File: src/rtl/soc_system_key_input.sv
// Purpose : Avalon-MM key/switch input port: 2-flop sync, counter debounce, edge capture, IRQ mask.
// Latency : readdata is combinational (0 wait states); a clean input change reaches DATA after 2+DEBOUNCE_CYCLES clocks.
// Backpr. : none; the slave always accepts writes in a single cycle and never stalls the bus.
//
// Ports:
//   clk, reset_n           system clock, asynchronous active-low reset
//   address[1:0]           word offset: 0 DATA (RO), 1 reserved, 2 IRQMASK (RW), 3 EDGECAPTURE (W1C)
//   chipselect, write_n    write strobe = chipselect & ~write_n
//   writedata[31:0]        write data (only the low WIDTH bits are used)
//   in_port[WIDTH-1:0]     raw asynchronous key inputs
//   readdata[31:0]         read data, unused upper bits are zero
//   irq                    level interrupt, |(edgecapture & irqmask)
module soc_system_key_input #(
  parameter int   WIDTH           = 4,
  parameter int   DEBOUNCE_CYCLES = 50000,
  parameter int   CNT_W           = 16,
  parameter int   EDGE_TYPE       = 1,
  parameter logic IDLE_LEVEL      = 1'b1
) (
  input  logic             clk,
  input  logic             reset_n,
  input  logic [1:0]       address,
  input  logic             chipselect,
  input  logic             write_n,
  input  logic [31:0]      writedata,
  input  logic [WIDTH-1:0] in_port,
  output logic [31:0]      readdata,
  output logic             irq
);

  localparam logic [CNT_W-1:0] CNT_LAST = CNT_W'(DEBOUNCE_CYCLES - 1);
  localparam logic [CNT_W-1:0] CNT_ONE  = CNT_W'(1);

  localparam logic [1:0] ADDR_DATA   = 2'd0;
  localparam logic [1:0] ADDR_IRQMSK = 2'd2;
  localparam logic [1:0] ADDR_EDGE   = 2'd3;

  // Synchronizer stages
  logic [WIDTH-1:0] s1_q;
  logic [WIDTH-1:0] s2_q;

  // Debouncer state
  logic [WIDTH-1:0]            stable_q, stable_d;
  logic [WIDTH-1:0][CNT_W-1:0] cnt_q, cnt_d;
  logic [WIDTH-1:0]            accept;

  // Software-visible registers
  logic [WIDTH-1:0] irqmask_q, irqmask_d;
  logic [WIDTH-1:0] edge_q, edge_d;
  logic [WIDTH-1:0] captured;
  logic [WIDTH-1:0] w1c;
  logic             wr_en;

  // Upper writedata bits are architecturally ignored.
  logic unused_wdata;
  assign unused_wdata = ^writedata;

  assign wr_en = chipselect & ~write_n;

  // Per-bit debounce: a differing sample advances the counter, any sample
  // back at the stable level discards the partial count.
  always_comb begin
    stable_d = stable_q;
    cnt_d    = cnt_q;
    accept   = '0;
    for (int i = 0; i < WIDTH; i++) begin
      if (s2_q[i] == stable_q[i]) begin
        cnt_d[i] = '0;
      end else if (cnt_q[i] == CNT_LAST) begin
        stable_d[i] = s2_q[i];
        cnt_d[i]    = '0;
        accept[i]   = 1'b1;
      end else begin
        cnt_d[i] = cnt_q[i] + CNT_ONE;
      end
    end
  end

  // On an accept, s2_q already holds the new level, so it gives the direction.
  always_comb begin
    captured = '0;
    case (EDGE_TYPE)
      0:       captured = accept & s2_q;
      1:       captured = accept & ~s2_q;
      default: captured = accept;
    endcase
  end

  // A hardware capture in the same cycle as a W1C of that bit keeps the bit set.
  always_comb begin
    w1c       = '0;
    irqmask_d = irqmask_q;
    if (wr_en && (address == ADDR_EDGE)) begin
      w1c = writedata[WIDTH-1:0];
    end
    if (wr_en && (address == ADDR_IRQMSK)) begin
      irqmask_d = writedata[WIDTH-1:0];
    end
    edge_d = (edge_q & ~w1c) | captured;
  end

  always_ff @(posedge clk or negedge reset_n) begin
    if (!reset_n) begin
      s1_q      <= {WIDTH{IDLE_LEVEL}};
      s2_q      <= {WIDTH{IDLE_LEVEL}};
      stable_q  <= {WIDTH{IDLE_LEVEL}};
      cnt_q     <= '0;
      irqmask_q <= '0;
      edge_q    <= '0;
    end else begin
      s1_q      <= in_port;
      s2_q      <= s1_q;
      stable_q  <= stable_d;
      cnt_q     <= cnt_d;
      irqmask_q <= irqmask_d;
      edge_q    <= edge_d;
    end
  end

  // Read mux follows address regardless of chipselect; reads have no side effects.
  always_comb begin
    readdata = '0;
    case (address)
      ADDR_DATA:   readdata[WIDTH-1:0] = stable_q;
      ADDR_IRQMSK: readdata[WIDTH-1:0] = irqmask_q;
      ADDR_EDGE:   readdata[WIDTH-1:0] = edge_q;
      default:     readdata = '0;
    endcase
  end

  // Derived purely from registers, so in_port has no combinational path to irq.
  assign irq = |(edge_q & irqmask_q);

endmodule
File: config.mk
export PLATFORM = sky130hd
export DESIGN_NAME = soc_system_key_input
export DESIGN_NICKNAME = d
export VERILOG_FILES = /design/src/rtl/soc_system_key_input.sv
export SDC_FILE = /design/constraint.sdc
export NUM_CORES = 1
export LEC_CHECK = 0
export BUFFER_PORTS_ARGS = -buffer_cell sky130_fd_sc_hd__buf_2
export CORE_MARGIN = 3
export CORE_UTILIZATION = 28
export DETAILED_ROUTE_END_ITERATION = 16
export GPL_ROUTABILITY_DRIVEN = 0
export HOLD_SLACK_MARGIN = 0.12
export PLACE_DENSITY_LB_ADDON = 0.15
export SKIP_LAST_GASP = 1
export SLEW_MARGIN = 5
export SYNTH_ARGS = -nofsm -noshare
export SYNTH_HDL_FRONTEND = slang
export SYNTH_SLANG_ARGS = --single-unit
File: constraint.sdc
create_clock -name clk -period 3.3 [get_ports clk]
set_input_delay 0.99 -clock clk [delete_from_list [all_inputs] [get_ports clk]]
set_output_delay 0.99 -clock clk [all_outputs]
set_load 0.005 [all_outputs]
==> results of run 1 <==
==> cell type report <==
cell class,count,area [µm²],area share (%)
clock buffers,14,254,5.41
clock inverters,2,35.0,0.746
inverters,13,48.8,1.04
multi-input cells,306,1910,40.6
flip-flops and latches,84,2120,45.1
well taps,184,230,4.90
repair buffers,20,108,2.29
==> per-layer routing <==
layer	vias up	part of all wire, %
met5	-	0
met4	0	2.4
met3	12	3.2
met2	46	44
met1	1386	50
li1	1402	-
==> registers in the layout, summed over array words and instances (netlist names) <==
name,count
s1_q,4
s2_q,4
cnt_q,64
irqmask_q,4
edge_q,4
stable_q,4
==> power breakdown <==
part | total [µW] | internal (µW) | switching [µW]
registers | 1100 | 1070 | 30.7
clock network | 1000 | 607 | 395
logic | 130 | 53.4 | 77.0
==> through the flow <==
stage / cell area [µm²] / setup WS, ns
after floorplan: 4320 / 0.523
after global placement: 4410 / 0.436
after detailed placement: 4410 / 0.439
after CTS: 4700 / 0.434
after global routing: 4700 / 0.393
final: 4700 / 0.447
==> cells in the final DEF, fill, tap and decap left out, types with 5 or more instances in the layout <==
| master | n |
|---|---|
| dfrtp_1 | 72 |
| dfstp_2 | 12 |
| nand2_1 | 22 |
| and3_1 | 5 |
| clkbuf_16 | 9 |
| nor4_1 | 13 |
| xnor2_1 | 40 |
| buf_2 | 17 |
| inv_1 | 13 |
| nor2_1 | 68 |
| nand4_1 | 18 |
| conb_1 | 28 |
| mux2_2 | 11 |
| nor3_1 | 14 |
| xor2_1 | 17 |
| nand3_1 | 23 |
| nor4bb_1 | 5 |
==> how the worst min path moves through the flow <==
stage / slack, ns / to / from
detailed placement: 0.35 / s2_q[0] / s1_q[0]
CTS: 0.36 / s2_q[2] / s1_q[2]
global route: 0.36 / s2_q[2] / s1_q[2]
global placement: 0.35 / s2_q[1] / s1_q[1]
floorplan: 0.35 / s2_q[0] / s1_q[0]
finish: 0.36 / s2_q[2] / s1_q[2]
==> worst register-to-register path, stage by stage, from the launching register on <==
cell and delay [ns]:
dfrtp_1 0.42, nor4b_1 0.34, nand3_1 0.19, o41ai_4 0.83, nor2_1 0.13
==> cells by family after synthesis <==
family,Yosys count
AO/OA/AOI/OAI,17
XOR/XNOR,57
adder cells (fa/ha/maj),4
buffers and inverters,46
flip-flops,84
multiplexers,12
other,1
AND/OR/NAND/NOR,188
==> out/qor.txt, run 1 <==
Outcome: finished clean
Initial antenna violation count: 0
Inserted Diodes: 0
Fin crit period: 2.85 ns
CP Depth: 4
Vias in the first global route: 2805
Hpwl dp: 5.43 mm
DIE WIDTH: 129 µm
Most common cell in the synthesized netlist: dfrtp_1
CTS Root Cell: clkbuf_16
Mux cell area share after synthesis: 3.30%
Final Hold Vio Count: 0
CTS tree: done
Clock Latency Late Sink: 0.34 ns
CP Launch Point: address[0]
DRC: 0
Vias per cell: 4.57
Synth warnings: 0
Share of the synthesized area in the top cell type: 42.8%
DRT antenna net count: 0
Final setup violation count: 0
Top Usage Layer GRT: met2
Largest family of logic cells by synthesized area: simple AND/OR/NAND/NOR gates
PwrDens: 475 nW/µm²
FF-to-FF Start: cnt_q[12]
FMAX: 0.350 GHz
Maximum VDD drop: 0.207 mV
DRT Pass-1 Iters: 4
Starting density of the core: 28.8%
Detailed Route WL: 8.16 mm
Leak: 0.00194 µW
Grt met3 use: 2.37%
Core Area: 14600 µm²
Compound-Gate Fraction of Synth Area: 3.33%
Sequential fraction of the synthesis area: 50.2%
RSZ-0062 raised after global routing: no
Worst Path Arrival: 1.86 ns
CTS clock-pin slew for the worst setup and hold paths: 0.06 ns
Final hold slack: 0.356 ns
Slew Viols, Final: 0
CTS Buffer Depth: 2
Clock skew: 0.00721 ns
Nets: 480
Clock Sinks: 84
Hold Path Stages: 0
Met1 Track Usage GR: 14.6%
Adder-cell share of the synthesized area: 1.19%
Post-synth EDFFs: 0
CP most frequent cell: buf_2
Grt met2 use: 15.7%
FILL cells: 1538
Slowest CP cell: mux2_2
Library cells used by synthesis: 40
Post_cts resized: 0
Fin util: 32.1%
R2r setup slk: 1.25 ns
I/O pins: 75
Critical path's largest stage delay: 0.35 ns
Largest net degree at the start of global routing: 82
Critical path class: primary input to output port
Post-CTS Hold Buffers: 0
Initial DRC count: 65
Die span in y: 129 µm
Main synth FF type: dfrtp_1
Worst path bufs/invs: 2
Share of layout cells above drive strength 1: 14.1%
Layout area overhead: 11.5%
Cell Count Post-Placement: 607
CTS H-Tree Depth: 3
Top area cells in the synthesized netlist: dfrtp_1 43%, xnor2_1 8.3%, dfstp_2 7.5%
Cells along the critical path: buf_2 -> mux2_2 -> a22o_1 -> buf_2
Total clock buffers created by CTS: 9
Hold Path Class: flip-flop to flip-flop
Xor and xnor area share after synthesis: 11.8%
Synth Area in Simple Gates: 23.1%
Syn Area/Cell: 10.3 µm²
Setup total negative slack: 0 ns
Yosys top cell by area: dfrtp_1
Synth Cell Area: 4210 µm²
Die area: 16600 µm²
Relative slew slack: 29.0%
CP endpoint: readdata[1]
Critical path launch point type: primary input
Postcts setup bufs: 0
Final clock period utilization by the worst path: 86.5%
Setup crit end kind: output port
Max Cap Violations: 0
Post-Layout Cell Count: 623
Slew @ Worst Pin: 1.07 ns
Port Buf Inserts: 18
Tot Pwr: 2230 µW
Synth top cells by count: 72 x dfrtp_1, 68 x nor2_1, 40 x xnor2_1
Num rows: 44
Cells after Synth: 409
Critical R2R Capture: cnt_q[14]
Via count: 2846
Total Routing Usage GR: 10.7%
Worst reg2reg path depth: 4
Total gr overflow: 0
First-pass GRT wire length: 14.0 mm
CP max FO: 7
CP required: 2.31 ns
Synth Register Bits: 84
Crit path max-delay family: multiplexers
Async S/R FF share, synth: 100%
Wire per inst: 13.1 µm
(Power assumes the default switching activity.)
==> inputs of run 2 (changes only) <==
--- a/config.mk
+++ b/config.mk
@@ -5,6 +5,7 @@
 export SDC_FILE = /design/constraint.sdc
 export NUM_CORES = 1
 export LEC_CHECK = 0
+export ABC_AREA = 1
 export BUFFER_PORTS_ARGS = -buffer_cell sky130_fd_sc_hd__buf_2
 export CORE_MARGIN = 3
 export CORE_UTILIZATION = 28
==> run 2 against run 1 <==
  * Largest power group unchanged
  * Design area increased by 12%
  * Register-to-register slack improved by 0.57 ns
  * Core utilization increased by 0.42 points
  * Critical endpoint is now readdata[2]
  * Highest routed layer unchanged
  * Hold slack about the same
  * Die area increased by 11%
  * Worst setup slack improved by 0.11 ns
  * Sequential cell count unchanged
  * First-iteration DRC count increased to 3.5 times the previous value
  * Synthesized area increased by 12%
  * Combinational power increased by 5%
==> out/qor.txt, run 2 <==
Inserted Diodes: 0 (unchanged)
Synth top cells by count: 129 x nor2_1, 126 x nand2_1, 73 x inv_1
PwrDens: 414 nW/µm² (-13%)
Biggest register: cnt_q
Critical path class: primary input to output port
Via count: 3673 (+29%)
Vias in the first global route: 3536 (+26%)
Final Hold Vio Count: 0 (unchanged)
Worst reg2reg path depth: 6 (+2)
CTS clock-pin slew for the worst setup and hold paths: 0.06 ns (about the same)
FMAX: 0.364 GHz (+4.0%)
Wire per inst: 11.5 µm (-12%)
Most frequent cells in the layout: 129 x nor2_1, 126 x nand2_1, 73 x inv_1, 72 x dfrtp_1, 49 x nand3_1
Final setup violation count: 0 (unchanged)
Final WS setup: 0.556 ns (+0.110 ns)
Hold Path Class: flip-flop to flip-flop
Initial DRC count: 226 (+250%)
Setup crit end kind: output port
CP max FO: 7 (unchanged)
Relative slew slack: 61.2% (+32 points)
Die area: 18400 µm² (+11%)
RSZ-0062 raised after global routing: no
Post-CTS Hold Buffers: 0 (unchanged)
Setup total negative slack: 0 ns (unchanged)
Clock Latency Late Sink: 0.34 ns (about the same)
Fin util: 32.5% (+0.42 points)
Total clock buffers created by CTS: 9 (unchanged)
Slew Viols, Final: 0 (unchanged)
CTS Buffer Depth: 2 (unchanged)
Hold Startpoint: s1_q[2]
Synth Register Bits: 84 (unchanged)
Pre-CTS WS: 0.535 ns (+0.0963 ns)
Critical R2R Capture: cnt_q[24]
DRC: 0 (unchanged)
Hpwl dp: 7.41 mm (+36%)
Core Area: 16200 µm² (+10%)
Detailed Route WL: 9.89 mm (+21%)
Most common cell in the synthesized netlist: nor2_1
Share of layout cells above drive strength 1: 13.1% (-0.99 points)
Hold Path Sink: s2_q[2]
Hold Path Stages: 0 (unchanged)
Commonest non-fill, non-tap cell in the layout: nor2_1
Clock Sinks: 84 (unchanged)
Vias per cell: 4.26 (-6.8%)
Clock skew: 0.00415 ns (-0.00305 ns)
DRT Pass-1 Iters: 5 (+1)
Port Buf Inserts: 18 (unchanged)
Max reg flops: 64 (unchanged)
Library cells used by synthesis: 27 (-33%)
Max Cap Violations: 0 (unchanged)
Top area cells in the synthesized netlist: dfrtp_1 38%, nor2_1 10%, nand2_1 10%
Cell Count Post-Placement: 847 (+40%)
Initial antenna violation count: 0 (unchanged)
Share of the synthesized area in the top cell type: 38.3% (-4.4 points)
CP required: 2.31 ns (about the same)
Worst Path Arrival: 1.75 ns (-0.11 ns)
Cells after Synth: 612 (+50%)
FF-to-FF Start: cnt_q[16]
Post_cts resized: 0 (unchanged)
Post-Layout Cell Count: 863 (+39%)
CTS tree: done
DRT antenna net count: 0 (unchanged)
I/O pins: 75 (unchanged)
Yosys top cell by area: dfrtp_1
Synth Cell Area: 4700 µm² (+12%)
Post-synth EDFFs: 0 (unchanged)
Synth warnings: 0 (unchanged)
Layout area overhead: 11.8%
Starting density of the core: 29.1% (+0.30 points)
Sequential fraction of the synthesis area: 45.0% (-5.2 points)
Total Routing Usage GR: 11.7% (+0.99 points)
Total gr overflow: 0 (unchanged)
R2r setup slk: 1.82 ns (+0.57 ns)
Multi-input logic area: 2190 µm² (+15%)
Die span in y: 136 µm (+5.4%)
CTS Root Cell: clkbuf_16
Outcome: finished clean
Nets: 688 (+43%)
FILL cells: 1696 (+10%)
First-pass GRT wire length: 17.2 mm (+23%)
Syn Area/Cell: 7.68 µm² (-25%)
Fin crit period: 2.74 ns (-0.110 ns)
Postcts setup bufs: 0 (unchanged)
Main synth FF type: dfrtp_1
Final clock period utilization by the worst path: 83.1% (-3.3 points)
Critical path launch point type: primary input
Reg area: 2120 µm² (unchanged)
Slew @ Worst Pin: 0.582 ns (-0.484 ns)
Num rows: 46 (+4.5%)
DIE WIDTH: 136 µm (+5.4%)
Async S/R FF share, synth: 100% (unchanged)
Leak: 0.00239 µW (+23%)
CTS H-Tree Depth: 3 (unchanged)
Maximum VDD drop: 0.264 mV (+28%)
Largest net degree at the start of global routing: 44 (-46%)
[run 2: cell types whose count changed in the layout (fill, tap and decap cells not counted), moves of 6 or more]
cell	delta
nor2_2	+9
nand3_1	+26
nor2_1	+61
nor4_1	-13
mux2_2	-11
xnor2_1	-30
nand2_1	+104
nor3_2	+6
o21ai_0	+7
nor3_1	-7
o21ai_1	+9
nand2_2	+11
inv_1	+60
[run 2: cell families (layout without fill, tap and decap cells)]
| logic type | count (synthesis) | after routing | share of synthesized area [%] |
|---|---|---|---|
| buffers and inverters | 105 | 113 | 10.6 |
| AOI/OAI and AO/OA | 33 | 33 | 3.80 |
| xor gates and xnor gates | 28 | 28 | 5.85 |
| and+or+nand+nor | 357 | 357 | 33.6 |
| other | 1 | 28 | 0.0798 |
| DFF | 84 | 84 | 45.0 |
| adders and majority gates | 4 | 4 | 1.06 |
[run 2: metrics by stage]
step,area [µm²],hold WS [ns],total power [µW]
2_1_floorplan,4800,0.345,1210
3_3_place_gp,4980,0.347,1260
5_1_grt,5260,0.360,2300
6_report,5260,0.356,2180
4_1_cts,5260,0.356,2230
3_5_place_dp,4980,0.347,1260
[run 2: worst max path at each step]
stage | from | end | cells past startpoint
5_1_grt | address[1] | readdata[3] | 5
4_1_cts | address[1] | readdata[3] | 5
3_5_place_dp | address[1] | readdata[3] | 5
6_report | address[1] | readdata[2] | 5
2_1_floorplan | address[1] | readdata[0] | 3
3_3_place_gp | address[1] | readdata[3] | 5
[run 2: worst max-delay path: stages]
cell     delay (ns)
buf_2          0.14
nor2_1         0.26
nand2_1        0.08
nand3_1        0.13
buf_2          0.14
[run 2: power by group]
part	total [µW]	internal (µW)	switching [µW]	leakage, µW
logic	137	46.9	89.9	0.00115
clock network	943	531	412	0.000122
registers	1100	1070	29.2	0.00111
[run 2: final cells by class]
class	instances	share of cell area [%]
clock inverters	3	0.428
clock buffers	13	4.76
repair buffers	20	2.29
well taps	216	5.14
multi-input cells	450	41.6
flip-flops and latches	84	40.3
inverters	77	5.50
[run 2: metal layers]
| layer | global-route usage (%) | up-vias | share of wire (%) |
|---|---|---|---|
| met4 | 3.70 | 0 | 1.2 |
| met2 | 19.2 | 61 | 47 |
| met3 | 3.31 | 8 | 4.2 |
| met5 | 0 | - | 0 |
| met1 | 14.9 | 1693 | 48 |
| li1 | - | 1911 | - |
